[config.mk]
export PLATFORM = sky130hd
export DESIGN_NAME = instr_fetch_unit
export DESIGN_NICKNAME = d
export VERILOG_FILES = /design/src/rtl/instr_fetch_unit.sv
export SDC_FILE = /design/constraint.sdc
export NUM_CORES = 1
export LEC_CHECK = 0
export BUFFER_PORTS_ARGS = -buffer_cell sky130_fd_sc_hd__buf_2
export CORE_UTILIZATION = 45
export DETAILED_ROUTE_END_ITERATION = 10
export HOLD_SLACK_MARGIN = 0.15
export PLACE_DENSITY = 0.79
export SKIP_CTS_REPAIR_TIMING = 1
export SYNTH_ARGS = -nofsm -noshare
export SYNTH_HDL_FRONTEND = slang
export SYNTH_SLANG_ARGS = --single-unit
[constraint.sdc]
create_clock -name clk -period 4.2 [get_ports clk]
set_input_delay 0.42 -clock clk [delete_from_list [all_inputs] [get_ports clk]]
set_output_delay 0.42 -clock clk [all_outputs]
set_load 0.02 [all_outputs]
[src/rtl/instr_fetch_unit.sv]
// -----------------------------------------------------------------------------
// instr_fetch_unit
//
// Front-end stage of the MIPS core. Holds the program counter, fetches one
// instruction at a time from instruction memory over a req/ack handshake,
// presents the latched word to the controller/datapath and computes the next
// PC (jump, jump-register, branch or fall-through) when the core retires the
// current instruction.
//
// Build option:
//   FETCH_MISALIGN_TRAP_EN  when defined, a misaligned next PC loads as-is,
//                           raises misalign_fault and parks the FSM in FAULT
//                           until reset. When undefined, the next PC is
//                           force-aligned and misalign_fault is tied low.
//
// Ports:
//   clk, rst_n        core clock (rising edge), async active-low reset
//   imem_req/addr     fetch request and address (addr = pc)
//   imem_ack/rdata    memory acknowledge and instruction word
//   inst, inst_valid  latched instruction and its valid flag
//   inst_take         core retires the current instruction
//   jsel/jrsel/pcsrc  next-PC selects, sampled on the take edge
//   rs_data           jump-register target
//   pc, pc_plus4      current instruction address and link value
//   misalign_fault    sticky misaligned-target flag (trap build only)
// -----------------------------------------------------------------------------
module instr_fetch_unit #(
    parameter int                ADDR_W   = 32,
    parameter logic [ADDR_W-1:0] RESET_PC = '0
) (
    input  logic              clk,
    input  logic              rst_n,
    output logic              imem_req,
    output logic [ADDR_W-1:0] imem_addr,
    input  logic              imem_ack,
    input  logic [31:0]       imem_rdata,
    output logic [31:0]       inst,
    output logic              inst_valid,
    input  logic              inst_take,
    input  logic              jsel,
    input  logic              jrsel,
    input  logic              pcsrc,
    input  logic [ADDR_W-1:0] rs_data,
    output logic [ADDR_W-1:0] pc,
    output logic [ADDR_W-1:0] pc_plus4,
    output logic              misalign_fault
);

    typedef enum logic [1:0] {
        IDLE  = 2'd0,
        REQ   = 2'd1,
        VALID = 2'd2
`ifdef FETCH_MISALIGN_TRAP_EN
        ,
        FAULT = 2'd3
`endif
    } state_e;

    state_e            state_q, state_d;
    logic [ADDR_W-1:0] pc_q, pc_d;
    logic [31:0]       inst_q, inst_d;
    logic              inst_valid_q, inst_valid_d;
    logic [ADDR_W-1:0] pc_plus4_w;
    logic [ADDR_W-1:0] next_pc;

    // Modulo-2^ADDR_W: FFFF_FFFC + 4 wraps to 0 silently.
    assign pc_plus4_w = pc_q + ADDR_W'(4);

    // Next-PC priority: jr, j, taken branch, fall-through. jrsel alone (without
    // jsel) does not select the register target.
    always_comb begin
        if (jsel && jrsel) begin
            next_pc = rs_data;
        end else if (jsel) begin
            next_pc = {pc_plus4_w[ADDR_W-1:28], inst_q[25:0], 2'b00};
        end else if (pcsrc) begin
            next_pc = pc_plus4_w + {{(ADDR_W-18){inst_q[15]}}, inst_q[15:0], 2'b00};
        end else begin
            next_pc = pc_plus4_w;
        end
    end

`ifdef FETCH_MISALIGN_TRAP_EN
    logic fault_q, fault_d;
`endif

    always_comb begin
        // NOTE: every variable gets its hold value first so no path through
        // the case leaves one unassigned, which would infer a latch.
        state_d      = state_q;
        pc_d         = pc_q;
        inst_d       = inst_q;
        inst_valid_d = inst_valid_q;
`ifdef FETCH_MISALIGN_TRAP_EN
        fault_d      = fault_q;
`endif
        case (state_q)
            IDLE: begin
                state_d = REQ;
            end
            REQ: begin
                if (imem_ack) begin
                    inst_d       = imem_rdata;
                    inst_valid_d = 1'b1;
                    state_d      = VALID;
                end
            end
            VALID: begin
                if (inst_take) begin
                    inst_valid_d = 1'b0;
`ifdef FETCH_MISALIGN_TRAP_EN
                    // The faulting target is still loaded so the core can
                    // report which address was bad.
                    pc_d = next_pc;
                    if (next_pc[1:0] != 2'b00) begin
                        fault_d = 1'b1;
                        state_d = FAULT;
                    end else begin
                        state_d = REQ;
                    end
`else
                    pc_d    = next_pc & ~ADDR_W'(3);
                    state_d = REQ;
`endif
                end
            end
`ifdef FETCH_MISALIGN_TRAP_EN
            FAULT: begin
                state_d = FAULT;
            end
`endif
            default: begin
                state_d = IDLE;
            end
        endcase
    end

    // NOTE: state registers use non-blocking assignments so every flop samples
    // the pre-edge value of every other flop, independent of block ordering.
    always_ff @(posedge clk or negedge rst_n) begin
        if (!rst_n) begin
            state_q      <= IDLE;
            pc_q         <= RESET_PC;
            inst_q       <= '0;
            inst_valid_q <= 1'b0;
        end else begin
            state_q      <= state_d;
            pc_q         <= pc_d;
            inst_q       <= inst_d;
            inst_valid_q <= inst_valid_d;
        end
    end

`ifdef FETCH_MISALIGN_TRAP_EN
    always_ff @(posedge clk or negedge rst_n) begin
        if (!rst_n) begin
            fault_q <= 1'b0;
        end else begin
            fault_q <= fault_d;
        end
    end
    assign misalign_fault = fault_q;
`else
    assign misalign_fault = 1'b0;
`endif

    // imem_req is a pure decode of the state register, so it drops to 0 the
    // instant reset asserts.
    assign imem_req   = (state_q == REQ);
    assign imem_addr  = pc_q;
    assign inst       = inst_q;
    assign inst_valid = inst_valid_q;
    assign pc         = pc_q;
    assign pc_plus4   = pc_plus4_w;

endmodule

==> results.txt, run 1 <==
----------------------------------------------------
[Floorplan]
  Ports ... 202
  Cell Rows ... 40
  Floorplan die area ... 12900 um^2
  Initial standard-cell utilization of the core ... 46.4%
  Area of the core region ... 12100 um^2
  Die Span Y ... 114 um
  Die width ... 114 um

[Place]
  Cell area after placement ... 6460 um^2
  Dpl hpwl ... 11800 um
  Final weighted congestion of routability-driven global placement ... 0.916
  Worst setup slack after placement ... 0.324 ns
  Number of input and output port buffers inserted ... 192

[Status]
  Run status ... finished, final reports clean

[Power and ir drop]
  Ratio of total power to cell area ... 1010 nW/um^2
  Final Total Pwr ... 6.88 mW
  Standby leakage power ... 3.43 nW
  VDD IR-drop max ... 0.507 mV

[Timing]
  Relative slew slack ... 31.5%
  Setup WS post-layout ... 0.222 ns
  Hold violation total from the final report ... 0
  Post-route fraction of the period consumed by the critical path ... 94.7%
  Layout Skew ... 0.00471 ns
  Setup repair after global routing missed its margin ... no
  Peak Freq ... 0.251 GHz
  Setup violation total in the final timing report ... 0
  Hold slack ... 0.242 ns
  Setup TNS ... 0 ns
  Worst Tran Pin Value ... 1.03 ns
  Max-slew violation count ... 0
  Period minus WS final ... 3.98 ns

[Yosys]
  Post-synthesis average cell area ... 8.94 um^2
  Cell area after technology mapping ... 5620 um^2
  Sequential share of the synthesized area ... 29.0%
  Number of enable-type register cells in the synthesized netlist ... 0
  Cell count after synthesis ... 628
  FF+latch count, synth ... 65
  Synth Flop Type ... sky130_fd_sc_hd__dfrtp_1
  Number of warning messages in the yosys log ... 0
  Post-synth ARST share ... 100%
  Post-synthesis cell type count ... 63

[Clock tree]
  Number of levels the H-tree was split into ... 3
  Clock tree from TritonCTS ... yes
  Total number of clock tree sinks ... 65
  Clk_lat worst skew ... 0.34 ns
  Clock root buffer ... sky130_fd_sc_hd__clkbuf_16
  Cts bufs inserted ... 9
  Clock slew at the register clock pins of the worst setup and hold paths ... 0.06 ns
  Maximum clock insertion buffer count ... 2

[GRT]
  Global-route wire length before repair ... 25200 um
  Largest net degree at the start of global routing ... 56
  Congestion Overflow GR ... 0
  Overall track demand over capacity in global routing ... 24.9%
  Antenna violations before repair ... 0
  Vias in the first global route ... 4980

[Detailed routing]
  1st-iter DRT viols ... 345
  Ratio of routed vias to standard cells ... 5.56
  Detailed Route WL ... 15800 um
  Pre-Repair DR Iteration Count ... 5
  Average wire length per cell after detail routing ... 16.6 um
  DRT antenna net count ... 0
  Remaining DRCs ... 0
  Number of vias in the routed layout ... 5297

[Finish]
  Share of cells above drive strength 1 ... 35.8%
  Syn-to-layout area delta ... 21.2%
  Area of all placed cells without fillers ... 6810 um^2
  Net count, final ... 888
  FILL cells ... 1142
  Number of inserted diodes ... 0

[Setup path]
  Critical path capture point type ... flip-flop
  Highest net fanout along the worst path ... 8
  CP startpoint kind ... flip-flop
  Critical path class ... flip-flop to flip-flop
  Worst endpoint data arrival time ... 4.21 ns
  CP required ... 4.43 ns

[Flow run]
  Max cap viols ... 0

[Hold path]
  Worst hold path class ... input pin to async pin

----------------------------------------------------
[cell families after synthesis]
kind of cell	share of synthesized area, %
XOR/XNOR	8.26
flip-flops	29.0
other	0.0668
multiplexers	13.4
adder cells (fa/ha/maj)	8.38
AND/OR/NAND/NOR	13.9
AO/OA/AOI/OAI	18.6
buffers and inverters	8.33
[stage by stage]
stage / cells / utilization, %
2_1_floorplan: 634 / -
3_3_place_gp: 937 / 53.3
3_5_place_dp: 937 / 53.3
4_1_cts: 953 / 56.0
5_1_grt: 953 / 56.2
6_report: 953 / 56.2
[cell usage in the layout (no fill, tap or decap), drive strengths merged, types with 5 or more instances in the layout]
| cell type | instances |
|---|---|
| a211oi | 5 |
| a21o | 13 |
| a21oi | 47 |
| a31oi | 6 |
| and3 | 12 |
| buf | 202 |
| clkbuf | 9 |
| conb | 7 |
| dfrtp | 65 |
| ha | 36 |
| inv | 11 |
| mux2 | 43 |
| mux2i | 27 |
| nand2 | 68 |
| nand2b | 8 |
| nand3 | 14 |
| nand4 | 12 |
| nor2 | 25 |
| nor3 | 7 |
| o211ai | 6 |
| o21ai | 47 |
| o21bai | 5 |
| xnor2 | 30 |
| xor2 | 23 |
[where the power goes]
| part | switching [mW] | internal, mW | leakage (nW) | total [mW] |
|---|---|---|---|---|
| sequential | 0.415 | 0.928 | 0.783 | 1.34 |
| clock | 0.308 | 0.525 | 0.153 | 0.833 |
| combinational | 2.82 | 1.88 | 2.50 | 4.70 |
[cell usage after synthesis, types with 14 or more instances]
cell	count	area, um^2
sky130_fd_sc_hd__xnor2_1	30	263
sky130_fd_sc_hd__dfrtp_1	65	1630
sky130_fd_sc_hd__ha_1	36	450
sky130_fd_sc_hd__buf_4	37	278
sky130_fd_sc_hd__xor2_1	23	201
sky130_fd_sc_hd__clkbuf_1	18	67.6
sky130_fd_sc_hd__a21oi_1	47	235
sky130_fd_sc_hd__mux2_2	43	484
sky130_fd_sc_hd__mux2i_1	27	270
sky130_fd_sc_hd__nand3_1	14	70.1
sky130_fd_sc_hd__nand2_1	67	251
sky130_fd_sc_hd__o21ai_0	46	230
sky130_fd_sc_hd__nor2_1	24	90.1
[worst paths after layout]
check	cells past startpoint	to	slack, ns	from
worst max-delay path	14	imem_addr[31]	0.22	imem_addr[2]
worst min-delay path	1	inst[4]	0.24	rst_n
worst max register to register	14	imem_addr[31]	0.22	imem_addr[2]
worst min register to register	2	inst_valid	0.48	inst_valid
max in group asynchronous	2	imem_addr[28]	3.08	rst_n
min in group clk	2	state_q[1]	0.26	inst_take
[final cells by class]
type	instances	area, um^2	area share (%)
tap	168	210	3.09
multi-input combinational	493	3580	52.5
inverter	9	33.8	0.496
sequential	65	1630	23.9
timing repair buffer	202	1040	15.2
clock buffer	9	225	3.31
clock inverter	7	101	1.49
[metal layers]
layer	part of all wire, %	global-route usage [%]
met1	44	33.6
met5	0	0
met4	2.2	9.39
met3	6.6	5.05
met2	47	39.4
[state kept, by name, summed over array words and instances, names as in the netlist]
name / count
inst: 32
imem_addr: 30
state_q: 2
inst_valid: 1
[worst max-delay path, cell delays in order (launching register included)]
cell	delay, ns
sky130_fd_sc_hd__dfrtp_1	0.46
sky130_fd_sc_hd__ha_2	0.27
sky130_fd_sc_hd__and4_1	0.27
sky130_fd_sc_hd__nand4_1	0.18
sky130_fd_sc_hd__xnor2_2	0.20
sky130_fd_sc_hd__ha_1	0.40
sky130_fd_sc_hd__a21o_1	0.23
sky130_fd_sc_hd__a221o_1	0.36
sky130_fd_sc_hd__a32oi_2	0.26
sky130_fd_sc_hd__a211oi_4	0.12
sky130_fd_sc_hd__o2111ai_2	0.22
sky130_fd_sc_hd__o21ai_0	0.13
sky130_fd_sc_hd__xor2_1	0.30
sky130_fd_sc_hd__a221oi_1	0.14
sky130_fd_sc_hd__o31ai_1	0.33
No activity file was read; power rests on OpenSTA's default activity.
==> run 2: changes to the inputs <==
--- a/config.mk
+++ b/config.mk
@@ -5,11 +5,12 @@
 export SDC_FILE = /design/constraint.sdc
 export NUM_CORES = 1
 export LEC_CHECK = 0
+export ABC_CLOCK_PERIOD_IN_PS = 4700
 export BUFFER_PORTS_ARGS = -buffer_cell sky130_fd_sc_hd__buf_2
-export CORE_UTILIZATION = 45
+export CORE_UTILIZATION = 55
 export DETAILED_ROUTE_END_ITERATION = 10
 export HOLD_SLACK_MARGIN = 0.15
-export PLACE_DENSITY = 0.79
+export PLACE_DENSITY = 0.92
 export SKIP_CTS_REPAIR_TIMING = 1
 export SYNTH_ARGS = -nofsm -noshare
 export SYNTH_HDL_FRONTEND = slang
==> constraint.sdc (replaced) <==
create_clock -name clk -period 4.7 [get_ports clk]
set_input_delay 0.47 -clock clk [delete_from_list [all_inputs] [get_ports clk]]
set_output_delay 0.47 -clock clk [all_outputs]
set_load 0.02 [all_outputs]
==> results.txt, run 2 (synthesized netlist as in run 1, its figures left out) <==
----------------------------------------------------
[Timing]
  Setup violation total in the final timing report ... 0
  Setup TNS ... 0 ns
  Period minus WS final ... 4.07 ns
  Setup repair after global routing missed its margin ... no
  Hold violation total from the final report ... 0
  Setup WS post-layout ... 0.632 ns
  Relative slew slack ... 31.2%
  Peak Freq ... 0.246 GHz
  Worst Tran Pin Value ... 1.03 ns
  Layout Skew ... 0.0114 ns
  Post-route fraction of the period consumed by the critical path ... 86.6%
  Max-slew violation count ... 0

[GRT]
  Overall track demand over capacity in global routing ... 30.1%
  Antenna violations before repair ... 0
  Global-route wire length before repair ... 24500 um
  Largest net degree at the start of global routing ... 66
  Vias in the first global route ... 4971
  Congestion Overflow GR ... 0

[Finish]
  Area used by multi-input combinational logic ... 3550 um^2
  Syn-to-layout area delta ... 17.0%
  Net count, final ... 879
  Sequential cell area in the final layout ... 1630 um^2
  Finished Layout Cells ... 909
  Utilization after layout ... 66.9%
  Most common cell after layout, fill and taps aside ... sky130_fd_sc_hd__buf_2
  Share of cells above drive strength 1 ... 34.5%
  Number of flip-flops in the largest register ... 32
  Highest-count cells in the layout ignoring fill and taps ... sky130_fd_sc_hd__buf_2, sky130_fd_sc_hd__nand2_1, sky130_fd_sc_hd__dfrtp_1
  Number of inserted diodes ... 0
  FILL cells ... 839

[Detailed routing]
  Pre-Repair DR Iteration Count ... 5
  Ratio of routed vias to standard cells ... 5.90
  Detailed Route WL ... 15900 um
  Number of vias in the routed layout ... 5367
  Remaining DRCs ... 0
  DRT antenna net count ... 0
  Average wire length per cell after detail routing ... 17.5 um
  1st-iter DRT viols ... 422

[Floorplan]
  Area of the core region ... 9820 um^2
  Initial standard-cell utilization of the core ... 57.2%
  Die Span Y ... 103 um
  Cell Rows ... 36
  Floorplan die area ... 10600 um^2
  Die width ... 103 um
  Ports ... 202

[Clock tree]
  Cts bufs inserted ... 9
  Clock tree from TritonCTS ... yes
  Clk_lat worst skew ... 0.34 ns
  Maximum clock insertion buffer count ... 2
  Clock root buffer ... sky130_fd_sc_hd__clkbuf_8
  Clock slew at the register clock pins of the worst setup and hold paths ... 0.09 ns
  Number of levels the H-tree was split into ... 3
  Total number of clock tree sinks ... 65

[Setup path]
  CP required ... 4.94 ns
  Number of cells on the worst reg-to-reg path ... 15
  CP startpoint kind ... flip-flop
  FF-to-FF Start ... imem_addr[4]
  Worst endpoint data arrival time ... 4.30 ns
  FF-to-FF End ... imem_addr[28]
  Critical path class ... flip-flop to flip-flop
  Critical path capture point type ... flip-flop
  Highest net fanout along the worst path ... 8
  Setup slack, reg-to-reg ... 0.63 ns

[Flow run]
  Max cap viols ... 0

[Power and ir drop]
  Standby leakage power ... 3.34 nW
  VDD IR-drop max ... 0.481 mV
  Ratio of total power to cell area ... 897 nW/um^2

[Hold path]
  Worst hold path class ... input pin to async pin

[Place]
  Number of input and output port buffers inserted ... 192
  Final weighted congestion of routability-driven global placement ... 0.921
  Worst setup slack after placement ... 0.789 ns
  Post-Place Cells ... 893
  Dpl hpwl ... 11800 um

[Status]
  Run status ... finished, final reports clean

----------------------------------------------------
==> run 2: cell types whose count changed in the layout (fill, tap and decap cells not counted), sizes merged <==
cell,before,now
buf,202,193
inv,11,12
clkinvlp,2,0
clkinv,1,2
==> run 2: critical path: stages (launching register included) <==
cell	delay [ns]
sky130_fd_sc_hd__dfrtp_1	0.51
sky130_fd_sc_hd__nand3_1	0.21
sky130_fd_sc_hd__nor2_1	0.33
sky130_fd_sc_hd__and2_1	0.32
sky130_fd_sc_hd__nand3_1	0.13
sky130_fd_sc_hd__xnor2_1	0.41
sky130_fd_sc_hd__ha_1	0.36
sky130_fd_sc_hd__a21oi_1	0.24
sky130_fd_sc_hd__o21bai_1	0.11
sky130_fd_sc_hd__a21oi_1	0.29
sky130_fd_sc_hd__o211a_1	0.25
sky130_fd_sc_hd__nor3_1	0.08
sky130_fd_sc_hd__o31ai_1	0.30
sky130_fd_sc_hd__xnor2_1	0.16
sky130_fd_sc_hd__o221ai_1	0.14
sky130_fd_sc_hd__o21a_1	0.14
==> run 2: worst max path at each step <==
stage,startpoint,end,depth (start not counted)
final,imem_addr[4],imem_addr[28],15
after global placement,imem_addr[4],imem_addr[28],15
after floorplan,imem_addr[2],imem_addr[31],15
after global routing,imem_addr[4],imem_addr[31],14
after detailed placement,imem_addr[4],imem_addr[28],15
after CTS,imem_addr[4],imem_addr[28],15
==> run 2: layer usage <==
layer / GRT usage [%] / part of all wire, % / vias up
li1: - / - / 2511
met1: 41.4 / 41 / 2533
met2: 47.8 / 48 / 289
met3: 5.02 / 8.8 / 34
met4: 10.9 / 2.2 / 0
met5: 0 / 0 / -
==> run 2: report_power, final <==
group          switching, mW  internal (mW)
Clock                  0.250          0.305
Sequential             0.391          0.827
Combinational           2.49           1.63
Total                   3.14           2.76
==> run 2: layout make-up <==
cell class | count | area share [%]
inverter | 9 | 0.514
tap | 133 | 2.53
timing repair buffer | 193 | 14.7
multi-input combinational | 493 | 54.0
clock buffer | 9 | 1.89
clock inverter | 7 | 1.52
sequential | 65 | 24.8
==> run 2: stage by stage <==
step | area (um^2) | hold slack, ns | power (mW)
3_3_place_gp | 6340 | 0.455 | 5.15
6_report | 6570 | 0.318 | 5.89
2_1_floorplan | 5640 | 0.174 | 4.32
5_1_grt | 6570 | 0.319 | 6.32
4_1_cts | 6570 | 0.304 | 5.84
3_5_place_dp | 6340 | 0.477 | 5.25
==> run 3: changes to the inputs <==
--- a/config.mk
+++ b/config.mk
@@ -7,6 +7,7 @@
 export LEC_CHECK = 0
 export ABC_CLOCK_PERIOD_IN_PS = 4700
 export BUFFER_PORTS_ARGS = -buffer_cell sky130_fd_sc_hd__buf_2
+export CORE_MARGIN = 8
 export CORE_UTILIZATION = 55
 export DETAILED_ROUTE_END_ITERATION = 10
 export HOLD_SLACK_MARGIN = 0.15
==> results.txt, run 3 (synthesized netlist as in run 1, its figures left out) <==
----------------------------------------------------
[Status]
  Run status ... finished, final reports clean

[Hold path]
  Worst hold path class ... input pin to flip-flop

[Detailed routing]
  Ratio of routed vias to standard cells ... 5.85
  DRT antenna net count ... 0
  1st-iter DRT viols ... 344
  Average wire length per cell after detail routing ... 19.2 um
  Number of vias in the routed layout ... 5339
  Detailed Route WL ... 17500 um
  Pre-Repair DR Iteration Count ... 5
  Remaining DRCs ... 0

[Power and ir drop]
  Seq pwr share ... 20.8%
  Proportion of total power due to net switching ... 53.5%
  Ratio of total power to cell area ... 900 nW/um^2
  Final Total Pwr ... 5.91 mW
  Standby leakage power ... 3.33 nW
  Switching power of the nets ... 3.16 mW
  VDD IR-drop max ... 0.485 mV
  Design internal power ... 2.75 mW
  Clock power share ... 9.2%
  Combinational share of power ... 70.1%

[Timing]
  Peak Freq ... 0.237 GHz
  Setup repair after global routing missed its margin ... no
  Layout Skew ... 0.0143 ns
  Max-slew violation count ... 0
  Period minus WS final ... 4.22 ns
  Setup violation total in the final timing report ... 0
  Worst Tran Pin Value ... 1.01 ns
  Hold violation total from the final report ... 0
  Post-route fraction of the period consumed by the critical path ... 89.7%
  Setup TNS ... 0 ns
  Relative slew slack ... 32.9%

[Setup path]
  Peak per-stage delay on the critical path ... 0.51 ns
  Cell class contributing the biggest share of worst-path delay ... simple AND/OR/NAND/NOR gates
  Worst endpoint data arrival time ... 4.46 ns
  Critical Path Most Common Cell ... sky130_fd_sc_hd__nand3_1
  Critical path capture point type ... flip-flop
  CP startpoint kind ... flip-flop
  Critical path class ... flip-flop to flip-flop
  CP Buf/Inv Count ... 0
  CP required ... 4.95 ns
  Cell with the largest stage delay on the worst path ... sky130_fd_sc_hd__dfrtp_1
  Ordered list of cells on the worst path ... nand3_1 > nor2_1 > and2_1 > nand3_1 > xnor2_1 > ha_1 > and4_1 > nand3_1 > a211oi_2 > o2111ai_2 > o21ai_0 > xor2_1 > a221oi_1 > o31ai_1
  Setup slack, reg-to-reg ... 0.48 ns
  Highest net fanout along the worst path ... 8

[Clock tree]
  Cts bufs inserted ... 9
  Clock tree from TritonCTS ... yes
  Clock root buffer ... sky130_fd_sc_hd__clkbuf_8
  Clock slew at the register clock pins of the worst setup and hold paths ... 0.08 ns
  Maximum clock insertion buffer count ... 2
  Total number of clock tree sinks ... 65
  Clk_lat worst skew ... 0.35 ns
  Number of levels the H-tree was split into ... 3

[Flow run]
  Max cap viols ... 0

[Finish]
  Number of inserted diodes ... 0
  Most common cell after layout, fill and taps aside ... sky130_fd_sc_hd__buf_2
  Net count, final ... 879
  Area of all placed cells without fillers ... 6570 um^2
  Finished Layout Cells ... 912
  Syn-to-layout area delta ... 16.9%
  Share of cells above drive strength 1 ... 34.5%
  Number of flip-flops in the largest register ... 32
  Highest-count cells in the layout ignoring fill and taps ... sky130_fd_sc_hd__buf_2, sky130_fd_sc_hd__nand2_1, sky130_fd_sc_hd__dfrtp_1

[Floorplan]
  Die Span Y ... 117 um
  Floorplan die area ... 13700 um^2
  Cell Rows ... 37
  Initial standard-cell utilization of the core ... 55.4%
  Area of the core region ... 10100 um^2
  Die width ... 117 um
  Ports ... 202

[Place]
  Dpl hpwl ... 13300 um
  Number of input and output port buffers inserted ... 192
  Final weighted congestion of routability-driven global placement ... 0.940
  Post-Place Cells ... 896
  Cell area after placement ... 6350 um^2

[GRT]
  Antenna violations before repair ... 0
  Global-route wire length before repair ... 27500 um
  Congestion Overflow GR ... 0
  Overall track demand over capacity in global routing ... 25.7%
  Largest net degree at the start of global routing ... 66
  Vias in the first global route ... 5258

----------------------------------------------------
-- run 3: power by group through the flow --
stage / clock [mW] / combinational, mW / sequential (mW)
2_1_floorplan: 0 / 2.87 / 1.45
3_3_place_gp: 0 / 4.02 / 1.20
3_5_place_dp: 0 / 4.09 / 1.23
4_1_cts: 0.548 / 4.11 / 1.22
5_1_grt: 0.575 / 4.50 / 1.27
6_report: 0.542 / 4.14 / 1.23
-- run 3: layout make-up --
cell class	instances	area, um^2
clock inverters	7	95.1
repair buffers	193	968
well taps	136	170
inverters	9	33.8
clock buffers	9	124
fillers	888	3570
multi-input cells	493	3550
flip-flops and latches	65	1630
-- run 3: layer usage --
metal | share of wire (%) | global-route usage, % | vias up
met5 | 0 | 0 | -
met4 | 2.8 | 9.39 | 0
met3 | 8.4 | 5.95 | 38
met2 | 48 | 41.7 | 251
met1 | 41 | 32.7 | 2544
li1 | - | - | 2506
-- run 3: worst reg2reg max path: cells and delay by family, from the launching register on --
kind                       cells  cell delay [ns]
and+or+nand+nor                6             1.40
AOI/OAI and AO/OA              5             1.29
xor gates and xnor gates       2             0.66
DFF                            1             0.51
adders and majority gates      1             0.27
-- run 3: stage by stage --
stage / setup WS (ns) / util [%] / hold WS (ns)
6_report: 0.484 / 64.8 / 0.308
5_1_grt: 0.260 / 64.8 / 0.294
4_1_cts: 0.690 / 64.8 / 0.301
3_5_place_dp: 0.721 / 62.6 / 0.483
3_3_place_gp: 0.761 / 62.6 / 0.455
2_1_floorplan: 0.805 / - / 0.174
-- run 3: final timing paths --
| path | from | to | depth (start not counted) |
|---|---|---|---|
| hold / removal | inst_take | state_q[1] | 2 |
| min in group asynchronous | rst_n | inst[4] | 2 |
| setup / recovery | imem_addr[4] | imem_addr[31] | 14 |
| setup reg to reg | imem_addr[4] | imem_addr[31] | 14 |
| max in group asynchronous | rst_n | imem_addr[26] | 2 |
| hold reg to reg | inst_valid | inst_valid | 2 |
